[src/rtl/fetch_stage_pkg.sv]
// Shared definitions for the MIPS instruction-fetch stage: FSM state encodings,
// the NOP and HALT instruction words, and the PC increment helper.
package fetch_stage_pkg;

  typedef enum logic [1:0] {
    ST_BOOT       = 2'd0,
    ST_RUN        = 2'd1,
    ST_REDIR_PEND = 2'd2,
    ST_HALT       = 2'd3
  } fetch_state_t;

  localparam logic [31:0] NOP_INSTR = 32'h0000_0000;
  localparam logic [31:0] HALT_WORD = 32'hFC00_0000;

  // Next sequential instruction address; wraps modulo 2^32.
  function automatic logic [31:0] add4(input logic [31:0] addr);
    return addr + 32'd4;
  endfunction

endpackage

[src/rtl/fetch_stage_ifid_reg.sv]
// IF/ID pipeline register: valid/instr/pc4 with async clear, load enable and
// squash. Squash wins over load and turns the slot into a NOP while keeping pc4.
module fetch_stage_ifid_reg
  import fetch_stage_pkg::*;
(
  input  logic        clk,
  input  logic        rst_n,
  input  logic        load,
  input  logic        squash,
  input  logic        valid_in,
  input  logic [31:0] instr_in,
  input  logic [31:0] pc4_in,
  output logic        valid,
  output logic [31:0] instr,
  output logic [31:0] pc4
);

  // Capture, squash or hold the decode-side instruction slot.
  always_ff @(posedge clk or negedge rst_n) begin
    if (!rst_n) begin
      valid <= 1'b0;
      instr <= NOP_INSTR;
      pc4   <= 32'h0;
    end else if (squash) begin
      valid <= 1'b0;
      instr <= NOP_INSTR;
    end else if (load) begin
      valid <= valid_in;
      instr <= instr_in;
      pc4   <= pc4_in;
    end
  end

endmodule

[src/rtl/fetch_stage.sv]
// Instruction-fetch stage with IF/ID register. Owns the PC, addresses the
// instruction ROM, honours stall/redirect from decode and stops on HALT.
// Build option: FETCH_DELAY_SLOT_EN keeps the word fetched in a redirect cycle
// (branch delay slot) valid instead of squashing it.
module fetch_stage
  import fetch_stage_pkg::*;
#(
  parameter logic [31:0] RESET_PC   = 32'h0000_0000,
  parameter logic [31:0] HALT_INSTR = HALT_WORD,
  parameter int          IMEM_AW    = 8
) (
  input  logic               clk,
  input  logic               rst_n,
  input  logic               stall,
  input  logic               redirect_valid,
  input  logic [31:0]        redirect_pc,
  output logic [IMEM_AW-1:0] imem_addr,
  input  logic [31:0]        imem_data,
  output logic               ifid_valid,
  output logic [31:0]        ifid_instr,
  output logic [31:0]        ifid_pc4,
  output logic [31:0]        pc_out,
  output logic               halted
);

  fetch_state_t state, state_next;
  logic [31:0]  pc, pc_next;
  logic [31:0]  pend_pc, pend_next;
  logic [31:0]  target;
  logic         is_halt;
  logic         load, squash;

  assign target  = redirect_pc & ~32'd3;
  assign is_halt = (imem_data == HALT_INSTR);

  // State register.
  always_ff @(posedge clk or negedge rst_n) begin
    if (!rst_n) state <= ST_BOOT;
    else        state <= state_next;
  end

  // PC and pending-redirect target registers.
  always_ff @(posedge clk or negedge rst_n) begin
    if (!rst_n) begin
      pc      <= RESET_PC;
      pend_pc <= 32'h0;
    end else begin
      pc      <= pc_next;
      pend_pc <= pend_next;
    end
  end

  // Next-state logic: redirect beats stall beats a normal fetch.
  always_comb begin
    state_next = state;
    unique case (state)
      ST_BOOT: state_next = ST_RUN;
      ST_RUN: begin
        if (redirect_valid) begin
          if (stall) state_next = ST_REDIR_PEND;
`ifdef FETCH_DELAY_SLOT_EN
          else if (is_halt) state_next = ST_HALT;
`endif
        end else if (!stall && is_halt) begin
          state_next = ST_HALT;
        end
      end
      ST_REDIR_PEND: if (!stall) state_next = ST_RUN;
      ST_HALT:       state_next = ST_HALT;
      default:       state_next = ST_BOOT;
    endcase
  end

  // PC selection and IF/ID load/squash control for the current state.
  always_comb begin
    pc_next   = pc;
    pend_next = pend_pc;
    load      = 1'b0;
    squash    = 1'b0;
    case (state)
      ST_RUN: begin
        if (redirect_valid && !stall) begin
          pc_next = target;
`ifdef FETCH_DELAY_SLOT_EN
          load    = 1'b1;
`else
          squash  = 1'b1;
`endif
        end else if (redirect_valid) begin
          pend_next = target;
        end else if (!stall) begin
          pc_next = add4(pc);
          load    = 1'b1;
        end
      end
      ST_REDIR_PEND: begin
        if (stall) begin
          if (redirect_valid) pend_next = target;
        end else begin
          pc_next = pend_pc;
`ifndef FETCH_DELAY_SLOT_EN
          squash  = 1'b1;
`endif
        end
      end
      ST_HALT: squash = 1'b1;
      default: ;
    endcase
  end

  // Externally visible fetch address, trace PC and halt flag.
  always_comb begin
    imem_addr = pc[IMEM_AW+1:2];
    pc_out    = pc;
    halted    = (state == ST_HALT);
  end

  fetch_stage_ifid_reg u_ifid (
    .clk      (clk),
    .rst_n    (rst_n),
    .load     (load),
    .squash   (squash),
    .valid_in (1'b1),
    .instr_in (imem_data),
    .pc4_in   (add4(pc)),
    .valid    (ifid_valid),
    .instr    (ifid_instr),
    .pc4      (ifid_pc4)
  );

endmodule

[config.mk]
export PLATFORM = sky130hd
export DESIGN_NAME = fetch_stage
export DESIGN_NICKNAME = d
export VERILOG_FILES = /design/src/rtl/fetch_stage_pkg.sv /design/src/rtl/fetch_stage_ifid_reg.sv /design/src/rtl/fetch_stage.sv
export SDC_FILE = /design/constraint.sdc
export NUM_CORES = 1
export LEC_CHECK = 0
export CAP_MARGIN = 20
export CORE_UTILIZATION = 40
export CTS_BUF_LIST = sky130_fd_sc_hd__clkbuf_2 sky130_fd_sc_hd__clkbuf_4 sky130_fd_sc_hd__clkbuf_8
export DETAILED_ROUTE_END_ITERATION = 12
export PLACE_DENSITY_LB_ADDON = 0.15
export SYNTH_ARGS = -nofsm -noshare
export SYNTH_HDL_FRONTEND = slang
export SYNTH_SLANG_ARGS = --single-unit
[constraint.sdc]
create_clock -name clk -period 3.61 [get_ports clk]
set_input_delay 0.361 -clock clk [delete_from_list [all_inputs] [get_ports clk]]
set_output_delay 0.361 -clock clk [all_outputs]
set_load 0.05 [all_outputs]
# Word level (Yosys, flattened, before mapping)
# Index checks and enable logic that the tools add are counted.
[word_totals] register_bits=131 out_inout_bits=106 elab_cells=53
[op_classes] addsub=1 eq_ne=11 n_reduce_logical=10 n_bitwise=1 n_mux=24
[ops] op="$mux W32" n=9
[ops] op="$pmux W32 S2" n=2
[ops] op="$add A32 B3 Y32 const B" n=1
[ops] op="$eq A32 B32 Y1 const B" n=1
[ops] op="$ne A3 B3 Y1 const B" n=4
[ops] op="$mux W2" n=4
[ops] op="$pmux W2 S4" n=1
[ops] op="$mux W1" n=7
[ops] op="$ne A2 B2 Y1 const B" n=3
[ops] op="$reduce_and A3 Y1" n=2
[ops] op="$eq A2 B2 Y1 const B" n=2
[ops] op="$reduce_and A4 Y1" n=1
[ops] op="$reduce_bool A2 Y1" n=2
[ops] op="$pmux W1 S3" n=1
[ops] op="$eq A2 B1 Y1 const B" n=1
[ops] op="$logic_and A1 B1 Y1" n=2
[ops] op="$logic_not A2 Y1" n=1
[ops] op="$reduce_and A2 Y1" n=1
[ops] op="$logic_not A1 Y1" n=1
[ops] op="$not A1 Y1" n=1

# Longest topological paths before layout
# Gate-level depths: netlist (run 1).
[logic_depth] ltp_word=6 ltp_mapped=10

# Modules after synthesis
# A second synthesis (run 1) with hierarchy kept.
[unflattened] hier_cells=615 area_unflattened_um2=6613.8
[by_module_without_submodules] mod="fetch_stage" area_per_inst_um2=3958.8 cells_each=439 seq_area_each_um2=1551.5 n_inst=1
[by_module_without_submodules] mod="fetch_stage_ifid_reg" area_per_inst_um2=2655.0 cells_each=176 seq_area_each_um2=1626.6 n_inst=1

# Worst setup path before layout (run 1)
# OpenSTA, ideal clock, no wires.
[synth_path] path_type="register -> register" from="reg pc[2], in the netlist pc_out[2]" to="reg u_ifid.pc4[26]" path_buffers=0 setup_ns=0.074 arrival_ns=2.227 t_required_ns=3.536 slack_ns=1.309 path_stages_with_launch=7 cell_sequence="dfrtp_1 ha_1 nand3_2 or2_4 or4_4 xor2_1 o21ai_2"
[synth_between] elab_chain_cells=1
[synth_lines] item="from (decl)" line="fetch_stage.sv:27" text="logic [31:0] pc, pc_next;"
[synth_lines] item="from (signal assigned)" line="fetch_stage.sv:48" text="pc <= pc_next;"
[synth_lines] item="$add A32 B3 Y32" line="fetch_stage_pkg.sv:17" text="return addr + 32'd4;"
[synth_lines] item="to (signal assigned)" line="fetch_stage_ifid_reg.sv:30" text="pc4 <= pc4_in;"
[synth_lines] item="to (decl)" line="fetch_stage_ifid_reg.sv:15" text="output logic [31:0] pc4"
# Every way passes these cells.
# A chain may end at the register's enable or synchronous reset.

# Final worst setup path (run 1)
[layout_path] from="reg state[0]" to="reg u_ifid.pc4[3]"
[layout_between] elab_chain_cells=4 word_cells_on_any_way=7 cone_classes="eq/ne (3); mux (2); bitwise (1); reduce/logical (1)"
[layout_lines] item="from (decl)" line="fetch_stage.sv:26" text="fetch_state_t state, state_next;"
[layout_lines] item="from (signal assigned)" line="fetch_stage.sv:39" text="else state <= state_next;"
[layout_lines] item="$eq A2 B2 Y1 or $eq A2 B1 Y1 (tied branches)" line="fetch_stage.sv:80" text="case (state)"
[layout_lines] item="$pmux W1 S3" line="fetch_stage.sv:80"
[layout_lines] item="$not A1 Y1 (no line)"
[layout_lines] item="$reduce_and A2 Y1 (no line) *"
# Mark *: on every way between the ends. The rest lies on a longest branch, timed or not.

==> results of run 1 <==
[logic make-up after synthesis]
logic type / Yosys count / synth area share
compound gates: 170 / 0.1652
simple gates: 242 / 0.1801
xor+xnor: 27 / 0.03708
buf+inv: 70 / 0.05709
mux: 34 / 0.05964
fa+ha+maj: 5 / 0.009810
flops: 125 / 0.4905
other cells: 1 / 0.0005880
[sequential cells by signal (all words and copies together) (netlist names)]
name	flops
pc_out	30
u_ifid.instr	32
u_ifid.valid	1
u_ifid.pc4	30
pend_pc	30
state	2
[Yosys cell counts, types with 4 or more instances]
master     number
nand2_1       129
dfrtp_1       125
a21oi_1        63
o21ai_0        45
nor2_1         37
mux2_2         32
clkbuf_1       29
xnor2_1        20
buf_4          14
inv_1          13
nand4_1        11
and3_1         10
nor4_1         10
buf_2           8
nor3_1          7
xor2_1          7
nand3_1         6
a221oi_1        5
and4_1          5
ha_1            5
nand2b_1        5
nor3b_1         5
o2bb2ai_1       5
o21ai_1         4
o22ai_1         4
o31ai_1         4
[where the power goes]
part           internal [W]  total [W]  switching (W)
Sequential          0.00140    0.00140              0
Combinational     0.0000833   0.000174      0.0000911
Clock              0.000962    0.00152       0.000561
[worst min-delay path: cells and delay by family, from the launching register on]
| kind | cells | cell delay, ns |
|---|---|---|
| flip-flops | 1 | 0.35 |
| AO/OA/AOI/OAI | 1 | 0.05 |
| AND/OR/NAND/NOR | 1 | 0.06 |
[worst max-delay path by stage]
stage                     slack (ns)  depth (start not counted)              to
after floorplan                 1.31                          6  u_ifid.pc4[26]
after global placement          1.14                          7   u_ifid.pc4[3]
after detailed placement        1.06                          7   u_ifid.pc4[3]
after CTS                       1.04                          7   u_ifid.pc4[3]
after global routing            0.89                          7      pc_out[17]
final                           1.08                          7   u_ifid.pc4[3]
[final cells by class]
type	count	area (sq um)
clock buffer	21	289.0
clock inverter	11	210.2
fill	1352	6709
inverter	13	48.80
multi-input combinational	482	2913
sequential	125	3128
tap	211	264.0
timing repair buffer	181	1809
[metrics by stage]
stage / hold WS [ns] / setup WS [ns] / std cells / power [W] / instance area [sq um]
floorplan: 0.06541 / 1.309 / 677 / 0.001479 / 6389
global placement: 0.4594 / 1.144 / 1010 / 0.001598 / 8138
detailed placement: 0.4688 / 1.061 / 1010 / 0.001600 / 8138
CTS: 0.4694 / 1.042 / 1043 / 0.003127 / 8647
global route: 0.4830 / 0.8901 / 1044 / 0.003209 / 8662
finish: 0.4819 / 1.076 / 1044 / 0.003097 / 8662
[cells in the final DEF (no fill, tap or decap), types with 11 or more instances in the layout]
| cell type | n |
|---|---|
| xnor2_1 | 20 |
| a21oi_1 | 63 |
| buf_4 | 11 |
| inv_1 | 13 |
| nand4_1 | 11 |
| nor2_1 | 37 |
| mux2_2 | 32 |
| clkbuf_8 | 21 |
| nand2_1 | 129 |
| clkdlybuf4s50_1 | 166 |
| o21ai_0 | 45 |
| dfrtp_1 | 125 |
[layer usage]
layer / share of wire / track usage / up-vias
met1: 0.44 / 0.2950 / 2715
li1: - / - / 2638
met2: 0.48 / 0.3730 / 189
met4: 0.018 / 0.09273 / 2
met5: 0.00072 / 0 / -
met3: 0.063 / 0.05050 / 26
==> metrics.csv, run 1 <==
stage;metric;value;unit
worst_hold_path;Worst Hold Launch;u_ifid.pc4[26];
routing;ANT nets after route;0;
global_route;largest net degree at the start of global routing;70;
synth;Synth Warn #;0;
routing;DRT Wirelength;18.02;mm
timing;total negative setup slack;0;ns
timing;worst-margin pin slew;0.8562;ns
clock_network;H-tree depth reported by CTS;4;
synth;Synth Flop Type;dfrtp_1;
timing;fmax;0.3947;GHz
worst_setup_path;slowest CP cell;ha_2;
worst_setup_path;Data required, critical path;3.94;ns
clock_network;Max Buffers Root-to-Sink;2;
cells_and_area;antenna cells;0;
synth;post-synthesis sequential element count;125;
routing;DR iter-0 viols;366;
worst_setup_path;kind of start point of the critical path;register;
timing;Final setup viols;0;
timing;fin crit share;0.7019;
synth;Netlist cell types;71;
run;Max-Cap Viols;0;
worst_setup_path;worst r2r src;state[0];
clock_network;clock-pin slew on the worst setup and hold paths;0.07;ns
worst_setup_path;r2r setup slk;1.08;ns
routing;Detailed Routing Iterations Pass 1;5;
worst_hold_path;hold path cells;2;
floorplan;die area;16450;sq um
synth;number of synthesized flops with an enable pin;0;
placed_design;Port Buffers;167;
worst_setup_path;RR Endpoint;u_ifid.pc4[3];
clock_network;post-CTS setup buffer count;0;
global_route;grt ovf;0;
synth;sequential share of the synthesized area;0.4905;
routing;DR vias/cell;5.335;
floorplan;Initial Util;0.4149;
synth;Synth area leader;dfrtp_1;
worst_hold_path;HP Class;reg -> reg;
routing;routed len/inst;17.26;um
timing;minimum clock period;2.534;ns
routing;# DRC;0;
cells_and_area;Core Util, Final;0.5635;
routing;DR vias;5570;
worst_setup_path;Worst Path Arrival;2.87;ns
synth;Post-synth ARST share;1.000;
worst_setup_path;crit path cell chain;inv_1, ha_2, nor2_1, a221oi_4, nand2b_2, buf_4, mux2_2;
clock_network;Clock Latency Late Sink;0.44;ns
floorplan;Die W;128.3;um
cells_and_area;# nets final;893;
worst_setup_path;max incr delay on CP;0.57;ns
timing;Final Hold Fails;0;
synth;Synth Cell Area;6377;sq um
worst_setup_path;Crit. End Element;register;
pwr;pwr dens;357.6;nW/um^2
timing;Clock Skew;0.01286;ns
worst_setup_path;CP startpoint;state[0];
clock_network;Clock Sinks;125;
synth;top cells by area, synth;dfrtp_1 49%, nand2_1 7.6%, mux2_2 5.7%;
global_route;first-pass GRT wire length;29.00;mm
floorplan;I/O pin count;174;
worst_setup_path;Crit path max-delay family;adder cells;
worst_setup_path;Worst Setup Path Type;reg -> reg;
worst_setup_path;R2R cell count;7;
timing;RSZ-0062 raised after global routing;false;
pwr;leakage;3.543;nW
placed_design;GP Congestion;0.7995;
clock_network;TritonCTS clock tree;yes;
cells_and_area;growth of design area from synthesis to finish;35.83;%
synth;Synth Area per Inst;9.462;sq um
status;status;finished, final reports clean;
floorplan;FP Rows;45;
timing;Max Slew Vio Count;0;
floorplan;Floorplan Core Area;15370;sq um
floorplan;Vert. Die Dim;128.3;um
timing;slew margin rel.;0.4292;
pwr;Peak VDD IR;0.2305;mV
clock_network;Post-CTS Resized;0;
global_route;vias in the first global route;5566;
clock_network;Post-CTS Hold Fix Bufs;1;
worst_setup_path;Buf+Inv Stages, Crit Path;2;
clock_network;root buffer cell;clkbuf_8;
worst_setup_path;highest net fanout along the worst path;31;
worst_hold_path;Hold Path Sink;u_ifid.pc4[26];
global_route;GRT Total Usage;0.2290;
placed_design;Detailed Place HPWL;12.28;mm
synth;area share of the largest cell type after synthesis;0.4905;
synth;cell count after synthesis;674;
global_route;initial antenna violation count;1;
clock_network;TritonCTS Buffers;17;
cells_and_area;share of cells above drive strength 1;0.1152;
(Power assumes the default switching activity.)
==> inputs of run 2 (changes only) <==
==> constraint.sdc (replaced) <==
create_clock -name clk -period 2.5 [get_ports clk]
set_input_delay 0.25 -clock clk [delete_from_list [all_inputs] [get_ports clk]]
set_output_delay 0.25 -clock clk [all_outputs]
set_load 0.05 [all_outputs]
==> run 2 against run 1 <==
  * Non-clock buffer count grew 14
  * Worst setup slack worse by 0.74 ns
  * First-iteration DRC count fell by 12%
  * Die area stayed put
  * Sequential cell count is the same
  * Combinational power rose by 47%
  * Final area hardly changed
  * Sequential share of layout area is essentially flat
  * Sequential power rose by 44%
  * Maximum frequency up 17%
  * Final cell count rose by 1.3%
  * Critical path type unchanged
==> metrics.csv, run 2 (synthesis results as in run 1) <==
stage;metric;value;unit
pwr;Peak VDD IR;0.2840;mV
timing;worst-margin pin slew;1.027;ns
worst_setup_path;Crit path max-delay family;simple AND/OR/NAND/NOR gates;
worst_setup_path;crit path cell chain;ha_1, nand3_2, or2_4, or4_4, xor2_1, o21ai_2;
global_route;grt ovf;0;
timing;minimum clock period;2.166;ns
worst_setup_path;kind of start point of the critical path;register;
timing;Clock Skew;0.009198;ns
pwr;Final Power;0.004100;W
clock_network;TritonCTS clock tree;yes;
global_route;initial antenna violation count;0;
routing;Detailed Routing Iterations Pass 1;5;
clock_network;post-CTS setup buffer count;0;
global_route;largest net degree at the start of global routing;52;
floorplan;die area;16450;sq um
timing;Final setup viols;0;
worst_setup_path;Worst Setup Path Type;reg -> reg;
routing;DRT Wirelength;18.12;mm
placed_design;Detailed Place HPWL;12.89;mm
clock_network;Max Buffers Root-to-Sink;2;
cells_and_area;# fillers;1385;
worst_hold_path;HP Class;in -> reg;
cells_and_area;max reg flops;32;
clock_network;Post-CTS Resized;0;
run;Max-Cap Viols;0;
worst_setup_path;slowest CP cell;or4_4;
placed_design;Port Buffers;167;
timing;fin crit share;0.8664;
pwr;pwr dens;473.7;nW/um^2
clock_network;root buffer cell;clkbuf_8;
placed_design;Inst Count DP;1025;
floorplan;I/O pin count;174;
worst_setup_path;Data required, critical path;2.82;ns
status;status;finished, final reports clean;
cells_and_area;commonest non-fill, non-tap cells in the layout;166 x clkdlybuf4s50_1, 129 x nand2_1, 125 x dfrtp_1;
clock_network;Clock Sinks;125;
placed_design;Place WS;0.1488;ns
floorplan;Die W;128.3;um
floorplan;Vert. Die Dim;128.3;um
floorplan;Floorplan Core Area;15370;sq um
timing;fmax;0.4617;GHz
cells_and_area;commonest non-fill, non-tap cell in the layout;clkdlybuf4s50_1;
cells_and_area;antenna cells;0;
routing;routed len/inst;17.13;um
clock_network;Post-CTS Hold Fix Bufs;1;
global_route;vias in the first global route;5566;
placed_design;GP Congestion;0.8050;
clock_network;Clock Latency Late Sink;0.44;ns
floorplan;FP Rows;45;
global_route;GRT Total Usage;0.2286;
timing;Final Hold Fails;0;
routing;ANT nets after route;0;
cells_and_area;growth of design area from synthesis to finish;35.71;%
clock_network;TritonCTS Buffers;17;
routing;DR vias;5634;
worst_setup_path;max incr delay on CP;0.57;ns
routing;# DRC;0;
worst_setup_path;Buf+Inv Stages, Crit Path;0;
timing;RSZ-0062 raised after global routing;false;
pwr;leakage;3.575;nW
worst_setup_path;Worst Path Arrival;2.49;ns
timing;slew margin rel.;0.3126;
clock_network;clock-pin slew on the worst setup and hold paths;0.07;ns
worst_setup_path;Crit. End Element;register;
timing;total negative setup slack;0;ns
clock_network;H-tree depth reported by CTS;4;
timing;setup ws final;0.3341;ns
routing;DR iter-0 viols;323;
cells_and_area;share of cells above drive strength 1;0.1299;
routing;DR vias/cell;5.325;
cells_and_area;# nets final;907;
worst_setup_path;highest net fanout along the worst path;7;
timing;Max Slew Vio Count;0;
floorplan;Initial Util;0.4149;
cells_and_area;final std cells w/o fill;1058;
global_route;first-pass GRT wire length;28.80;mm
cells_and_area;Largest Register;u_ifid.instr;
## run 2: worst reg2reg max path, stage by stage, from the launching register on
cell     delay (ns)
dfrtp_1        0.46
ha_1           0.25
nand3_2        0.16
or2_4          0.31
or4_4          0.57
xor2_1         0.23
o21ai_2        0.07
## run 2: final timing paths
kind,cells after the start,startpoint,slack (ns),to
setup / recovery,6,pc_out[3],0.33,u_ifid.pc4[26]
hold / removal,3,imem_data[20],0.39,u_ifid.instr[20]
setup reg to reg,6,pc_out[3],0.33,u_ifid.pc4[26]
hold reg to reg,2,u_ifid.pc4[30],0.48,u_ifid.pc4[30]
max in group asynchronous,3,rst_n,1.28,u_ifid.instr[30]
min in group asynchronous,2,rst_n,0.41,u_ifid.instr[1]
## run 2: layout make-up
cell class,count,area [sq um],share of cell area
multi-input cells,482,2913,0.3366
clock buffers,26,339.1,0.03918
inverters,13,48.80,0.005638
clock inverters,6,80.08,0.009253
flip-flops and latches,125,3128,0.3614
repair buffers,195,1882,0.2174
well taps,211,264.0,0.03050
## run 2: report_power, final
part,total [W],internal (W),switching (W),leakage (nW)
Clock,0.00182,0.00107,0.000748,0.223
Sequential,0.00202,0.00202,0,1.70
Combinational,0.000256,0.000122,0.000134,1.65
Total,0.00410,0.00322,0.000882,3.57
## run 2: per-stage QoR
step / instance area, sq um / utilization / hold slack [ns]
2_1_floorplan: 6389 / - / -0.04559
3_3_place_gp: 8225 / 0.5351 / 0.3257
3_5_place_dp: 8225 / 0.5351 / 0.3411
4_1_cts: 8655 / 0.5630 / 0.3521
5_1_grt: 8655 / 0.5630 / 0.3767
6_report: 8655 / 0.5630 / 0.3851
## run 2: metal layers
metal	GRT usage	vias to the layer above	wire length (um)
met5	0	-	0
met3	0.04382	21	1011
met4	0.08235	0	242
li1	-	2676	-
met2	0.3787	201	8601
met1	0.2976	2736	8265
